**src/rtl/bus_test_sequencer.sv**
```systemverilog
// Purpose: launches per-master bus commands with independent start offsets and hold windows, then waits for the masters to go idle.
// Latency: master i enables cmd_delay_i+1 cycles after start is accepted; DONE follows the first all-idle WAIT cycle.
// Backpressure: start is accepted only in IDLE; m_request holds the sequencer in WAIT (optional abort via SEQ_TIMEOUT_EN).
module bus_test_sequencer #(
    parameter int NUM_MASTERS    = 2,
    parameter int DATA_WIDTH     = 8,
    parameter int ADDR_WIDTH     = 14,
    parameter int HOLD_CYCLES    = 3,
    parameter int TIMEOUT_CYCLES = 255
) (
    input  logic                              clk,
    input  logic                              reset,
    input  logic                              start,
    input  logic [NUM_MASTERS-1:0]            cmd_en,
    input  logic [NUM_MASTERS-1:0]            cmd_read,
    input  logic [NUM_MASTERS*ADDR_WIDTH-1:0] cmd_addr,
    input  logic [NUM_MASTERS*DATA_WIDTH-1:0] cmd_data,
    input  logic [NUM_MASTERS*4-1:0]          cmd_delay,
    input  logic [NUM_MASTERS-1:0]            m_request,
    output logic [NUM_MASTERS-1:0]            m_enable,
    output logic [NUM_MASTERS-1:0]            m_read_en,
    output logic [NUM_MASTERS*ADDR_WIDTH-1:0] addr_in,
    output logic [NUM_MASTERS*DATA_WIDTH-1:0] data_in,
    output logic                              busy,
    output logic                              done,
    output logic                              timeout,
    output logic [1:0]                        state_out
);

    // Elaboration-time guard on the supported parameter ranges.
    if (NUM_MASTERS < 1 || NUM_MASTERS > 8) begin : g_bad_num_masters
        $error("NUM_MASTERS must be 1..8");
    end
    if (HOLD_CYCLES < 1 || HOLD_CYCLES > 15) begin : g_bad_hold
        $error("HOLD_CYCLES must be 1..15");
    end
    if (TIMEOUT_CYCLES < 1 || TIMEOUT_CYCLES > 65535) begin : g_bad_timeout
        $error("TIMEOUT_CYCLES must be 1..65535");
    end

    typedef enum logic [1:0] {
        IDLE   = 2'd0,
        LAUNCH = 2'd1,
        WAIT   = 2'd2,
        DONE   = 2'd3
    } state_t;

    localparam logic [4:0] HOLD5 = 5'(HOLD_CYCLES);

    state_t                          state;
    state_t                          state_nxt;
    logic                            start_acc;
    logic                            wait_abort;

    // Command snapshot taken on start acceptance; stays fixed for the whole run.
    logic [NUM_MASTERS-1:0]            lat_en;
    logic [NUM_MASTERS-1:0]            lat_read;
    logic [NUM_MASTERS*ADDR_WIDTH-1:0] lat_addr;
    logic [NUM_MASTERS*DATA_WIDTH-1:0] lat_data;
    logic [NUM_MASTERS*4-1:0]          lat_delay;

    // launch_cnt = cycles elapsed in LAUNCH; 5 bits covers 15 + 15 without wrap.
    logic [4:0]                      launch_cnt;
    logic [4:0]                      max_delay;
    logic                            launch_last;

    logic [NUM_MASTERS-1:0]            en_nxt;
    logic [NUM_MASTERS-1:0]            rd_nxt;
    logic [NUM_MASTERS*ADDR_WIDTH-1:0] addr_nxt;
    logic [NUM_MASTERS*DATA_WIDTH-1:0] data_nxt;

    // Largest offset among enabled masters decides when the last window closes.
    always_comb begin
        max_delay = 5'd0;
        for (int i = 0; i < NUM_MASTERS; i++) begin
            if (lat_en[i] && ({1'b0, lat_delay[i*4 +: 4]} > max_delay)) begin
                max_delay = {1'b0, lat_delay[i*4 +: 4]};
            end
        end
    end

    assign launch_last = (launch_cnt == (max_delay + HOLD5));

    // Next-state logic; start is only looked at in IDLE, m_request only in WAIT.
    always_comb begin
        state_nxt = state;
        start_acc = 1'b0;
        case (state)
            IDLE: begin
                if (start) begin
                    start_acc = 1'b1;
                    state_nxt = (|cmd_en) ? LAUNCH : DONE;
                end
            end
            LAUNCH: begin
                if (launch_last) begin
                    state_nxt = WAIT;
                end
            end
            WAIT: begin
                if (m_request == '0) begin
                    state_nxt = DONE;
                end else if (wait_abort) begin
                    state_nxt = DONE;
                end
            end
            DONE: begin
                state_nxt = IDLE;
            end
            default: begin
                state_nxt = IDLE;
            end
        endcase
    end

    // State register.
    always_ff @(posedge clk) begin
        if (reset) begin
            state <= IDLE;
        end else begin
            state <= state_nxt;
        end
    end

    // Capture the command set when a start is accepted.
    always_ff @(posedge clk) begin
        if (reset) begin
            lat_en    <= '0;
            lat_read  <= '0;
            lat_addr  <= '0;
            lat_data  <= '0;
            lat_delay <= '0;
        end else if (start_acc) begin
            lat_en    <= cmd_en;
            lat_read  <= cmd_read;
            lat_addr  <= cmd_addr;
            lat_data  <= cmd_data;
            lat_delay <= cmd_delay;
        end
    end

    // Launch counter: zeroed on acceptance, advances each LAUNCH cycle until the exit cycle.
    always_ff @(posedge clk) begin
        if (reset) begin
            launch_cnt <= 5'd0;
        end else if (start_acc) begin
            launch_cnt <= 5'd0;
        end else if ((state == LAUNCH) && !launch_last) begin
            launch_cnt <= launch_cnt + 5'd1;
        end
    end

    // Per-master window decode: master i is live while delay_i <= launch_cnt < delay_i + HOLD.
    always_comb begin
        en_nxt   = '0;
        rd_nxt   = '0;
        addr_nxt = '0;
        data_nxt = '0;
        if (state == LAUNCH) begin
            for (int i = 0; i < NUM_MASTERS; i++) begin
                if (lat_en[i]
                    && (launch_cnt >= {1'b0, lat_delay[i*4 +: 4]})
                    && (launch_cnt < ({1'b0, lat_delay[i*4 +: 4]} + HOLD5))) begin
                    en_nxt[i]                        = 1'b1;
                    rd_nxt[i]                        = lat_read[i];
                    addr_nxt[i*ADDR_WIDTH +: ADDR_WIDTH] = lat_addr[i*ADDR_WIDTH +: ADDR_WIDTH];
                    data_nxt[i*DATA_WIDTH +: DATA_WIDTH] = lat_read[i] ? '0
                                                         : lat_data[i*DATA_WIDTH +: DATA_WIDTH];
                end
            end
        end
    end

    // Registered master-side outputs.
    always_ff @(posedge clk) begin
        if (reset) begin
            m_enable  <= '0;
            m_read_en <= '0;
            addr_in   <= '0;
            data_in   <= '0;
        end else begin
            m_enable  <= en_nxt;
            m_read_en <= rd_nxt;
            addr_in   <= addr_nxt;
            data_in   <= data_nxt;
        end
    end

`ifdef SEQ_TIMEOUT_EN
    logic [15:0] wait_cnt;
    logic        timeout_q;

    assign wait_abort = (state == WAIT) && (m_request != '0)
                        && (wait_cnt == 16'(TIMEOUT_CYCLES - 1));

    // Counts consecutive busy WAIT cycles; any idle cycle or other state restarts it.
    always_ff @(posedge clk) begin
        if (reset) begin
            wait_cnt <= 16'd0;
        end else if ((state == WAIT) && (m_request != '0)) begin
            wait_cnt <= wait_cnt + 16'd1;
        end else begin
            wait_cnt <= 16'd0;
        end
    end

    // Sticky abort flag: set on the abort transition, cleared by the next accepted start.
    always_ff @(posedge clk) begin
        if (reset) begin
            timeout_q <= 1'b0;
        end else if (start_acc) begin
            timeout_q <= 1'b0;
        end else if (wait_abort) begin
            timeout_q <= 1'b1;
        end
    end

    assign timeout = timeout_q;
`else
    assign wait_abort = 1'b0;
    assign timeout    = 1'b0;
`endif

    assign busy      = (state != IDLE);
    assign done      = (state == DONE);
    assign state_out = state;

endmodule

```
**config.mk**
```make
export PLATFORM = sky130hd
export DESIGN_NAME = bus_test_sequencer
export DESIGN_NICKNAME = d
export VERILOG_FILES = /design/src/rtl/bus_test_sequencer.sv
export SDC_FILE = /design/constraint.sdc
export NUM_CORES = 1
export LEC_CHECK = 0
export CAP_MARGIN = 20
export CELL_PAD_IN_SITES_DETAIL_PLACEMENT = 1
export CELL_PAD_IN_SITES_GLOBAL_PLACEMENT = 1
export CORE_MARGIN = 2
export CORE_UTILIZATION = 50
export DETAILED_ROUTE_END_ITERATION = 16
export DONT_BUFFER_PORTS = 1
export PLACE_DENSITY_LB_ADDON = 0.1
export SYNTH_ARGS = -nofsm -noshare
export SYNTH_HDL_FRONTEND = slang
export SYNTH_SLANG_ARGS = --single-unit
export TNS_END_PERCENT = 5
```
**constraint.sdc**
```tcl
create_clock -name clk -period 7.7 [get_ports clk]
set_clock_uncertainty 0.2 [all_clocks]
set_input_delay 0.77 -clock clk [delete_from_list [all_inputs] [get_ports clk]]
set_output_delay 0.77 -clock clk [all_outputs]
set_load 0.03 [all_outputs]
```
==> out/metrics.cfg, run 1 <==
[floorplan]
rows = 34
ios = 114
core_sq_mm = 0.00868
die_area_sq_mm = 0.00966
die_h_um = 98.3
chipWidth_um = 98.3
initial_utilization_pct = 51.2

[clock_tree]
worst_skew_pair.late_latency_ns = 0.38
ctsHtreeMaxLevel = 3
clk_pin_slew_ns = 0.12
cts_root_buf = clkbuf_8
cts_buffers = 9
tritoncts = yes
cts.path.max_buffers = 2
post_cts_buffers = 0
cts_num_sinks = 111
ctsResizeCount = 0
postCtsHoldBufs = 0

[run]
cap_viol_max_count = 0

[global_route]
grt.overflow.total = 0
grt_antenna_before_repair = 0
grt_pass1_wl_um = 16800
grtUsageTotal_pct = 21.9
grt_max_degree = 59
grt_pass1_vias = 3426

[synthesis]
synth_warnings = 0
synth_cells = 494
seq_area_frac_synth_pct = 50.0
syn_area_per_cell_sq_um = 9.00
synth-edff-count = 0
synth_xor_area_share_pct = 1.97
muxShareOfSynthArea_pct = 1.15
syn-num-nets = 586
synth-seq-cells = 111
synthArstFlopShare_pct = 0
synth-adder-area-share_pct = 8.72
syn_area_sq_mm = 0.00445
synth_ff_type = dfxtp_1
synth_top_family_by_area = simple AND/OR/NAND/NOR gates
synthSimpleGateAreaFrac_pct = 22.9
synth-compound-area-share_pct = 11.5
synth.distinct_cells = 44

[detailed_routing]
vias_per_cell = 5.49
first_iter_violations = 101
routedWlPerCell_um = 17.2
wl_um = 10300
vias = 3280
firstDrtPassIters = 4
ant_nets = 0
drcViolationCount = 0

[pwr]
power_leakage_nw = 1.94
totalPowerFinal_mw = 1.41
p_per_area_mw_per_mm2 = 294
vdd_drop_max_v = 0.000120

[setup_path]
arrival_ns = 4.73
required_ns = 7.81
start_kind = flip-flop
worstSetupEndpointType = flip-flop
path_class = flip-flop to flip-flop
cp_max_fo = 11

[cells_and_area]
antennaDiodeCount = 0
nNetsFinal = 576
areaGrowthSynthToFinish_pct = 7.48
drive_gt1_share_pct = 7.16
layout_commonest_cell = nand2_1
final_cell_mix = nand2_1, dfxtp_1, a21oi_1
nFillCells = 1026

[sta]
rsz0062_at_grt = no
finalSetupTns_ns = 0
hold_viol_final = 0
period_share_pct = 60.0
fin_hold_ws_ns = 0.239
fin_crit_ns = 4.62
setup_violations = 0
clock.fmax_ghz = 0.216
report.final.slew_viol_count = 0

[worst_hold_path]
hold_class = input port to flip-flop

[placement]
place_congestion = 0.806
hpwl_um = 7160
io_buffer_count = 0

[run_status]
outcome = complete, no violations

layer usage:
metal  global-route usage [%]  vias to the layer above  wire length, um
met5                        0                        -                0
met4                     7.90                        0              199
met3                     5.58                       14              472
met2                     38.4                       77             5070
met1                     26.0                     1578             4550
li1                         -                     1611                -
worst max-delay path, cell delays in order, from the launching register on:
cell and delay (ns):
dfxtp_1 0.47, inv_1 0.11, ha_1 0.25, or3b_4 0.26
nand3_1 0.12, ha_1 0.33, and4b_1 0.18, a211o_1 0.31
and2_1 0.20, mux2i_1 0.14, ha_1 0.26, nor3_1 0.22
xor2_1 0.09, or4b_1 0.54, a22oi_2 0.40, o221a_4 0.29
mux2i_1 0.19
power by group:
group,switching (mW),internal [mW],leakage [nW]
Clock,0.227,0.165,0.115
Combinational,0.204,0.123,0.922
Sequential,0.0569,0.630,0.903
Total,0.488,0.918,1.94
registers in the layout, summed over array words and instances (netlist names):
signal	cells
addr_in	28
lat_addr	28
data_in	16
lat_data	16
lat_delay	8
launch_cnt	5
lat_en	2
lat_read	2
m_enable	2
m_read_en	2
state_out	2
final cells by class:
type                       instances  area, sq um  area share (%)
clock buffer                       9          124            2.59
timing repair buffer               4         55.1            1.15
inverter                          15         56.3            1.18
clock inverter                     7          108            2.25
sequential                       111         2220            46.5
multi-input combinational        343         2080            43.5
tap                              108          135            2.83
cells by family (layout without fill, tap and decap cells):
family / Yosys count / after routing
simple gates: 205 / 205
mux: 5 / 5
buf+inv: 40 / 35
flops: 111 / 111
compound gates: 91 / 91
other cells: 1 / 1
fa+ha+maj: 31 / 31
xor+xnor: 10 / 10
Yosys cell counts (4+ instances only):
cell type  instances  area (sq um)
o21ai_0           13          65.1
and2_1            32           200
mux2i_1            4          40.0
buf_1              4          15.0
clkbuf_1          19          71.3
nand2_1          124           465
ha_1              31           388
xnor2_1            4          35.0
and3b_1           16           140
nor2_1             4          15.0
a21oi_1           65           325
dfxtp_1          111          2220
xor2_1             6          52.6
nor2b_1            4          25.0
inv_1             15          56.3
path summary, 6_finish.rpt:
path / slack (ns) / start / cells past startpoint / endpoint
worst max-delay path: 3.08 / lat_delay[0]$_SDFFE_PP0P_ / 16 / state_out[0]$_SDFFE_PP0P_
worst min-delay path: 0.24 / reset / 1 / lat_data[1]$_SDFFE_PP0P_
worst max register to register: 3.08 / lat_delay[0]$_SDFFE_PP0P_ / 16 / state_out[0]$_SDFFE_PP0P_
worst min register to register: 0.25 / lat_data[2]$_SDFFE_PP0P_ / 2 / lat_data[2]$_SDFFE_PP0P_
per-stage QoR:
| stage | setup slack, ns | instances | utilization, % | area, sq um |
|---|---|---|---|---|
| 4_1_cts | 3.08 | 596 | 54.8 | 4760 |
| 6_report | 3.08 | 597 | 55.1 | 4780 |
| 2_1_floorplan | 3.66 | 494 | - | 4450 |
| 3_3_place_gp | 3.38 | 579 | 51.9 | 4510 |
| 5_1_grt | 2.75 | 597 | 55.1 | 4780 |
| 3_5_place_dp | 3.11 | 580 | 52.2 | 4530 |
(Power assumes the default switching activity.)
==> run 2, diff against run 1 <==
--- a/config.mk
+++ b/config.mk
@@ -9,7 +9,7 @@
 export CELL_PAD_IN_SITES_DETAIL_PLACEMENT = 1
 export CELL_PAD_IN_SITES_GLOBAL_PLACEMENT = 1
 export CORE_MARGIN = 2
-export CORE_UTILIZATION = 50
+export CORE_UTILIZATION = 46
 export DETAILED_ROUTE_END_ITERATION = 16
 export DONT_BUFFER_PORTS = 1
 export PLACE_DENSITY_LB_ADDON = 0.1
==> constraint.sdc (replaced) <==
create_clock -name clk -period 4.5 [get_ports clk]
set_clock_uncertainty 0.2 [all_clocks]
set_input_delay 0.45 -clock clk [delete_from_list [all_inputs] [get_ports clk]]
set_output_delay 0.45 -clock clk [all_outputs]
set_load 0.03 [all_outputs]
==> run 2 against run 1 <==
Global-route usage fell by 0.44 points. Via count rose by 3.2%. Count of clock-buffer cells in the layout did not move. Routed wire length rose by 7.9%. Clock power rose by 58%. Sequential cell count did not move. Power rose by 71%. Fmax rose by 7.3%. Non-clock buffer count rose by 32. Largest power group unchanged.
==> out/metrics.cfg, run 2 (synthesized netlist as in run 1, its figures left out) <==
[detailed_routing]
first_iter_violations = 62  ; -39%
vias_per_cell = 5.22  ; -5.1%
ant_nets = 0  ; unchanged
routedWlPerCell_um = 17.1  ; -0.77%
drcViolationCount = 0  ; unchanged
wl_um = 11100  ; +7.9%
vias = 3385  ; +3.2%
firstDrtPassIters = 4  ; unchanged

[floorplan]
core_sq_mm = 0.00933  ; +7.5%
chipWidth_um = 102  ; +4.1%
ios = 114  ; unchanged
die_area_sq_mm = 0.0105  ; +8.3%
die_h_um = 102  ; +4.1%
rows = 35  ; +2.9%
initial_utilization_pct = 47.7  ; -3.6 points

[clock_tree]
ctsHtreeMaxLevel = 3  ; unchanged
clk_pin_slew_ns = 0.11  ; about the same
cts.path.max_buffers = 2  ; unchanged
cts_root_buf = clkbuf_8
tritoncts = yes
cts_buffers = 9  ; unchanged
worst_skew_pair.late_latency_ns = 0.37  ; about the same
cts_num_sinks = 111  ; unchanged

[global_route]
grtUsageTotal_pct = 21.5  ; -0.44 points
grt_pass1_vias = 3465  ; +1.1%
grt_antenna_before_repair = 0  ; unchanged
grt_pass1_wl_um = 17300  ; +2.7%
grt.overflow.total = 0  ; unchanged
grt_max_degree = 57  ; -3.4%

[placement]
hpwl_um = 7300  ; +1.9%
io_buffer_count = 0  ; unchanged
place_ws_ns = -0.0644  ; -3.18 ns
place_congestion = 0.792  ; -1.8%
post_dp_cell_area_sq_mm = 0.00454  ; +0.30%

[cells_and_area]
multiInputGateArea_sq_mm = 0.00212  ; +1.7%
largest_registers = addr_in (28), lat_addr (28)
final_cell_mix = nand2_1, dfxtp_1, a21oi_1
nFillCells = 1093  ; +6.5%
antennaDiodeCount = 0  ; unchanged
stdcell_area_sq_mm = 0.00514  ; +7.6%
drive_gt1_share_pct = 8.65  ; +1.5 points
seqCellArea_sq_mm = 0.00223  ; +0.17%
areaGrowthSynthToFinish_pct = 15.7
layout_commonest_cell = nand2_1
nNetsFinal = 608  ; +5.6%

[run]
cap_viol_max_count = 0  ; unchanged

[pwr]
p_per_area_mw_per_mm2 = 468  ; +59%
vdd_drop_max_v = 0.000195  ; +62%
power_leakage_nw = 2.07  ; +6.8%
totalPowerFinal_mw = 2.41  ; +71%

[sta]
worst_slack_ns = 0.193  ; -2.88 ns
worstMarginPinSlew_ns = 0.638
clock.fmax_ghz = 0.232  ; +7.3%
period_share_pct = 95.7  ; +36 points
report.final.slew_viol_count = 0  ; unchanged
slew_headroom_pct = 57.5
setup_violations = 0  ; unchanged
fin_crit_ns = 4.31  ; -0.315 ns
hold_viol_final = 0  ; unchanged

[setup_path]
path_class = flip-flop to flip-flop
cp_max_fo = 9  ; -2
start_kind = flip-flop
worstSetupEndpointType = flip-flop
arrival_ns = 4.41  ; -0.32 ns
required_ns = 4.60  ; -3.21 ns

[run_status]
outcome = complete, no violations

[worst_hold_path]
hold_class = input port to flip-flop

==> run 2: changes by cell type in the layout (fill, tap and decap cells not counted), sizes merged <==
cell | before | now
dlygate4sd3 | 0 | 30
buf | 4 | 6
inv | 19 | 18
==> run 2: where the power goes <==
| part | total [mW] | internal [mW] | switching, mW | leakage, nW |
|---|---|---|---|---|
| sequential | 1.18 | 1.08 | 0.0979 | 0.904 |
| combinational | 0.610 | 0.233 | 0.377 | 1.06 |
| clock | 0.620 | 0.265 | 0.355 | 0.104 |
==> run 2: path summary, 6_finish.rpt <==
path / start / end / slack, ns / cells past startpoint
max: lat_delay[0]$_SDFFE_PP0P_ / launch_cnt[4]$_SDFFE_PP0P_ / 0.19 / 17
min reg2reg: lat_addr[2]$_SDFFE_PP0P_ / lat_addr[2]$_SDFFE_PP0P_ / 0.26 / 2
max reg2reg: lat_delay[0]$_SDFFE_PP0P_ / launch_cnt[4]$_SDFFE_PP0P_ / 0.19 / 17
min: cmd_addr[25] / lat_addr[25]$_SDFFE_PP0P_ / 0.007 / 2
==> run 2: final cells by class <==
cell class                      count  area share, %
Clock inverter                      6           1.46
Multi-Input combinational cell    343           41.1
Sequential cell                   111           43.3
Clock buffer                        9           2.41
Inverter                           15           1.09
Timing Repair Buffer               36           7.49
Tap cell                          129           3.14
==> run 2: metal layers <==
layer / GRT usage, % / up-vias / share of wire [%]
met3: 4.38 / 11 / 3.9
met4: 6.26 / 0 / 1.1
li1: - / 1675 / -
met5: 0 / - / 0
met1: 26.3 / 1622 / 45
met2: 38.2 / 77 / 50
==> run 2: what timing repair did <==
item,CTS,global route
pin swaps,1,1
hold endpoints to repair,56,4
setup buffers,1,0
endpoints found under the setup margin,2,7
resized for setup,0,11
hold buffers,27,4
==> run 2: critical path: stages (launching register included) <==
cell and delay [ns]:
dfxtp_4 0.38, inv_1 0.09, ha_2 0.20, or3b_4 0.40
and3_2 0.24, ha_1 0.18, and4b_1 0.24, a211o_1 0.16
and2_4 0.19, mux2i_1 0.20, ha_2 0.30, xnor2_2 0.17
a21oi_1 0.06, or4b_1 0.18, a22oi_2 0.07, buf_4 0.17
or4_2 0.66, a21oi_2 0.15
==> run 2: metrics by stage <==
step	hold WS, ns	util, %	TNS [ns]	instances
after global routing	0.0000335	55.1	-0.0144	649
final	0.00744	55.1	0	649
after CTS	0.000513	54.0	0	644
after global placement	0.231	48.7	0	601
after detailed placement	0.238	48.7	-0.0975	601
after floorplan	0.230	-	0	494
